`src/rtl/adder_share_arbiter.sv`:
```
// adder_share_arbiter: round-robin sharing of one 32-bit ripple adder among
// NREQ requesters, with a one-entry registered response slot tagged by id.

module adder_32bit (
    input  logic [31:0] a,
    input  logic [31:0] b,
    input  logic        cin,
    output logic [31:0] sum,
    output logic        cout
);

    logic [32:0] carry;

    assign carry[0] = cin;

    for (genvar i = 0; i < 32; i++) begin : g_bit
        assign sum[i]       = a[i] ^ b[i] ^ carry[i];
        assign carry[i + 1] = (a[i] & b[i]) | (carry[i] & (a[i] ^ b[i]));
    end

    assign cout = carry[32];

endmodule

module adder_share_arbiter #(
    parameter int NREQ = 4,
    parameter int IDW  = 2
) (
    input  logic                 clk,
    input  logic                 rst,
    input  logic [NREQ-1:0]      req_valid,
    input  logic [NREQ*32-1:0]   req_a,
    input  logic [NREQ*32-1:0]   req_b,
    input  logic [NREQ-1:0]      req_cin,
    input  logic [NREQ-1:0]      req_sub,
    output logic [NREQ-1:0]      req_ready,
    output logic                 rsp_valid,
    input  logic                 rsp_ready,
    output logic [IDW-1:0]       rsp_id,
    output logic [31:0]          rsp_sum,
    output logic                 rsp_cout,
    output logic                 rsp_ovf,
    output logic [15:0]          op_count
);

    typedef enum logic {
        EMPTY = 1'b0,
        FULL  = 1'b1
    } state_t;

    state_t         state;
    logic [IDW-1:0] ptr;
    logic           slot_free;
    logic           grant_found;
    logic [IDW-1:0] grant_id;
    logic [IDW:0]   cand;
    logic           accept;
    logic [31:0]    sel_a;
    logic [31:0]    sel_b;
    logic           sel_cin;
    logic           sel_sub;
    logic [31:0]    b_eff;
    logic           c_eff;
    logic [31:0]    sum_next;
    logic           cout_next;
    logic           ovf_next;
    logic [IDW-1:0] ptr_next;

    // The slot can take a new result if it is empty or being drained this cycle
    assign slot_free = (state == EMPTY) | rsp_ready;
    assign rsp_valid = (state == FULL);

    // Round-robin search starting at ptr for the first valid requester
    always_comb begin
        grant_found = 1'b0;
        grant_id    = '0;
        cand        = '0;
        for (int k = 0; k < NREQ; k++) begin
            cand = {1'b0, ptr} + (IDW + 1)'(k);
            if (cand >= (IDW + 1)'(NREQ)) begin
                cand = cand - (IDW + 1)'(NREQ);
            end
            if (!grant_found && req_valid[cand[IDW-1:0]]) begin
                grant_found = 1'b1;
                grant_id    = cand[IDW-1:0];
            end
        end
    end

    // One-hot grant, suppressed during reset or when the slot cannot accept
    always_comb begin
        req_ready = '0;
        if (!rst && slot_free && grant_found) begin
            req_ready[grant_id] = 1'b1;
        end
    end

    assign accept = |req_ready;

    assign sel_a    = req_a[{grant_id, 5'b0} +: 32];
    assign sel_b    = req_b[{grant_id, 5'b0} +: 32];
    assign sel_cin  = req_cin[grant_id];
    assign sel_sub  = req_sub[grant_id];
    assign b_eff    = sel_sub ? ~sel_b : sel_b;
    assign c_eff    = sel_sub ? 1'b1 : sel_cin;
    assign ovf_next = (sel_a[31] == b_eff[31]) && (sum_next[31] != sel_a[31]);
    assign ptr_next = (grant_id == IDW'(NREQ - 1)) ? '0 : grant_id + 1'b1;

    adder_32bit u_adder (
        .a    (sel_a),
        .b    (b_eff),
        .cin  (c_eff),
        .sum  (sum_next),
        .cout (cout_next)
    );

    // Slot FSM: capture the granted result, advance the pointer, count accepts
    always_ff @(posedge clk or posedge rst) begin
        if (rst) begin
            state    <= EMPTY;
            ptr      <= '0;
            rsp_id   <= '0;
            rsp_sum  <= '0;
            rsp_cout <= 1'b0;
            rsp_ovf  <= 1'b0;
            op_count <= '0;
        end else if (accept) begin
            state    <= FULL;
            ptr      <= ptr_next;
            rsp_id   <= grant_id;
            rsp_sum  <= sum_next;
            rsp_cout <= cout_next;
            rsp_ovf  <= ovf_next;
            op_count <= op_count + 16'd1;
        end else if (rsp_ready) begin
            state <= EMPTY;
        end
    end

endmodule

```
`config.mk`:
```
export PLATFORM = sky130hd
export DESIGN_NAME = adder_share_arbiter
export DESIGN_NICKNAME = d
export VERILOG_FILES = /design/src/rtl/adder_share_arbiter.sv
export SDC_FILE = /design/constraint.sdc
export NUM_CORES = 1
export LEC_CHECK = 0
export ABC_AREA = 1
export BUFFER_PORTS_ARGS = -buffer_cell sky130_fd_sc_hd__buf_2
export CELL_PAD_IN_SITES_DETAIL_PLACEMENT = 1
export CELL_PAD_IN_SITES_GLOBAL_PLACEMENT = 1
export CORE_ASPECT_RATIO = 1.2
export CORE_MARGIN = 3
export CORE_UTILIZATION = 30
export CTS_CLUSTER_SIZE = 24
export DETAILED_ROUTE_END_ITERATION = 6
export GPL_ROUTABILITY_DRIVEN = 0
export PLACE_DENSITY_LB_ADDON = 0.1
export SLEW_MARGIN = 15
export SYNTH_ARGS = -nofsm -noshare
export SYNTH_HDL_FRONTEND = slang
export SYNTH_SLANG_ARGS = --single-unit
```
`constraint.sdc`:
```
create_clock -name clk -period 17.7 [get_ports clk]
set_input_delay 1.77 -clock clk [delete_from_list [all_inputs] [get_ports clk]]
set_output_delay 1.77 -clock clk [all_outputs]
set_load 0.02 [all_outputs]
```
==> results.yml <==
sta:
  period_minus_slack_ns: 16.33
  relSlewSlack: 0.500
  final_max_slew_viol_count: 0
  worst_slew_pin_slew_ns: 0.750
  hold_viol_final: 0
  rsz0062_at_grt: "no"
  setup-violations-final: 0
  fmax_mhz: 61.2
  period_share: 0.923
  skew_ns: 0.00621
  final.setup.tns_ns: 0
setup_path:
  crit_type: "input port to flop"
  critical-path-top-cell-by-count: "fa_1"
  crit_path_end_kind: "flop"
  critPathMaxStageDelay_ns: 0.44
  cp_max_fo: 17
  worst_ep_required_time_ns: 17.90
  start_kind: "input port"
  crit_arrival_ns: 16.53
  crit_slowest_cell: "fa_1"
clock_tree:
  cts_tree: "done"
  clk_pin_slew_worst_paths_ns: 0.08
  clk_path_buf_depth: 2
  postCtsSetupBuffers: 0
  cts-root-buf: "clkbuf_16"
  ctsHoldBuffers: 0
  cts_buffers: 5
  cts_max_level: 2
  clkSinkCount: 55
  clk_latency_ns: 0.30
  postCtsResizedCells: 0
hold_path:
  hold_path.class: "flop to flop"
route:
  top_layer_used: "met4"
  drtIter0Drc: 199
  antenna_left: 0
  dr_wl_met2_mm: 12.5
  finalWirelength_mm: 25.1
  route.met3.wl_mm: 1.36
  first_pass_iters: 4
  drc: 0
  num_vias: 7233
  avgRoutedWirePerCell_um: 16.3
  routed_via_density: 4.69
  wl_met1_mm: 10.9
yosys:
  synth_xor_area_frac: 0.0214
  syn_area_sq_um: 6130
  muxShareOfSynthArea: 0
  synthArstFlopShare: 1.00
  synth_ff_type: "dfrtp_1"
  synth_edf_count: 0
  synth_compound_area_frac: 0.186
  synth-seq-cells: 55
  yosysSeqAreaShare: 0.224
  synth.avg_cell_area_sq_um: 6.21
  yosys_warnings: 0
  netlist_top_cells_area: "nand2_1, dfrtp_1, fa_1, inv_1, o21ai_0"
  synthCells: 988
  synth_top_area_frac: 0.247
  yosysTopAreaCell: "nand2_1"
  syn_nets: 1297
  synthAdderAreaFrac: 0.117
  synthDistinctLibCells: 29
  synth_top_family_by_area: "simple AND/OR/NAND/NOR gates"
  synth-simple-area-share: 0.318
global_route:
  grt_max_degree: 68
  first_global_vias: 7448
  grt_antenna_before_repair: 1
  track_usage: 0.222
  grt_overflow_total: 0
  grt_first_pass_wirelength_mm: 39.1
cells_and_area:
  syn_to_final_growth_pct: 30.9
  fill_cells: 2782
  multi_input_area_sq_um: 3940
  final_common_cell: "nand2_1"
  register_area_sq_um: 1380
  final_cell_mix: "nand2_1, buf_2, inv_1, o21ai_0, a21oi_1"
  design_area_sq_um: 8030
  nets: 1587
  drive_gt1_frac: 0.286
placement:
  hpwl_mm: 21.0
  numPortBuffers: 327
  place_area_sq_um: 7870
flow_run:
  maxCapViolations: 0
floorplanning:
  die_h_um: 163
  row_count: 56
  die-area_sq_um: 22200
  fp.dieW_um: 137
  start_util: 0.309
  pin_count: 328
  core_area_sq_um: 19800
status:
  run_status: "finished, final reports clean"
## area by class of cell
class                      instances  share of cell area
multi-input combinational        747               0.491
timing repair buffer             341               0.217
sequential                        55               0.171
inverter                         128              0.0605
tap                              261              0.0407
clock buffer                       5              0.0156
clock inverter                     3             0.00358
antenna                            1            0.000312
## Yosys cell counts, types with 4 or more instances
master,number
xor2_1,13
nand2_1,404
ha_1,6
nor3_1,4
nand3_1,48
nor2_1,14
nand2_2,5
buf_2,31
nand4_1,6
buf_4,8
dfrtp_1,55
o21ai_1,22
buf_6,7
fa_1,32
o211ai_1,33
a21oi_1,65
o21ai_0,83
inv_2,5
clkbuf_1,9
inv_1,122
## sequential cells by signal, indices dropped and copies added, names as in the netlist
register,cells
op_count,16
ptr,2
rsp_cout,1
rsp_id,2
rsp_ovf,1
rsp_sum,32
rsp_valid,1
## kinds of logic (layout without fill, tap and decap cells)
| logic type | count (synthesis) | count (layout) |
|---|---|---|
| AND/OR/NAND/NOR | 487 | 487 |
| other | 0 | 1 |
| adder cells (fa/ha/maj) | 38 | 38 |
| flip-flops | 55 | 55 |
| buffers and inverters | 186 | 477 |
| XOR/XNOR | 15 | 15 |
| AO/OA/AOI/OAI | 207 | 207 |
## layer usage
layer  vias up  GRT usage
li1       3699          -
met1      3318      0.293
met2       202      0.384
met3        14     0.0312
met4         0     0.0481
met5         -          0
## critical path, delay by kind of cell
family | cells | cell delay [ns]
AOI/OAI and AO/OA | 1 | 0.25
adders and majority gates | 32 | 12.48
buffers and inverters | 7 | 0.68
and+or+nand+nor | 12 | 1.34
## final timing paths
| kind | from | endpoint | slack [ns] | depth (start not counted) |
|---|---|---|---|---|
| max | req_valid[3] | rsp_ovf | 1.37 | 52 |
| min | rsp_sum[2] | rsp_sum[2] | 0.48 | 2 |
| max reg2reg | ptr[0] | rsp_ovf | 2.31 | 52 |
| min reg2reg | rsp_sum[2] | rsp_sum[2] | 0.48 | 2 |
| max in group asynchronous | rst | rsp_ovf | 15.47 | 3 |
| min in group asynchronous | rst | ptr[0] | 1.32 | 2 |
## stage by stage
stage | setup slack (ns) | util | hold slack, ns | instances
detailed placement | 1.02 | 0.397 | 0.468 | 1532
finish | 1.37 | 0.405 | 0.483 | 1541
global placement | 1.36 | 0.397 | 0.463 | 1532
CTS | 1.34 | 0.405 | 0.489 | 1540
global route | 0.662 | 0.405 | 0.506 | 1541
floorplan | 2.12 | - | 0.582 | 988
Power is left out: the tool's default activity adds up to more than one toggle a clock period on the data nets, which glitch-free logic cannot reach.
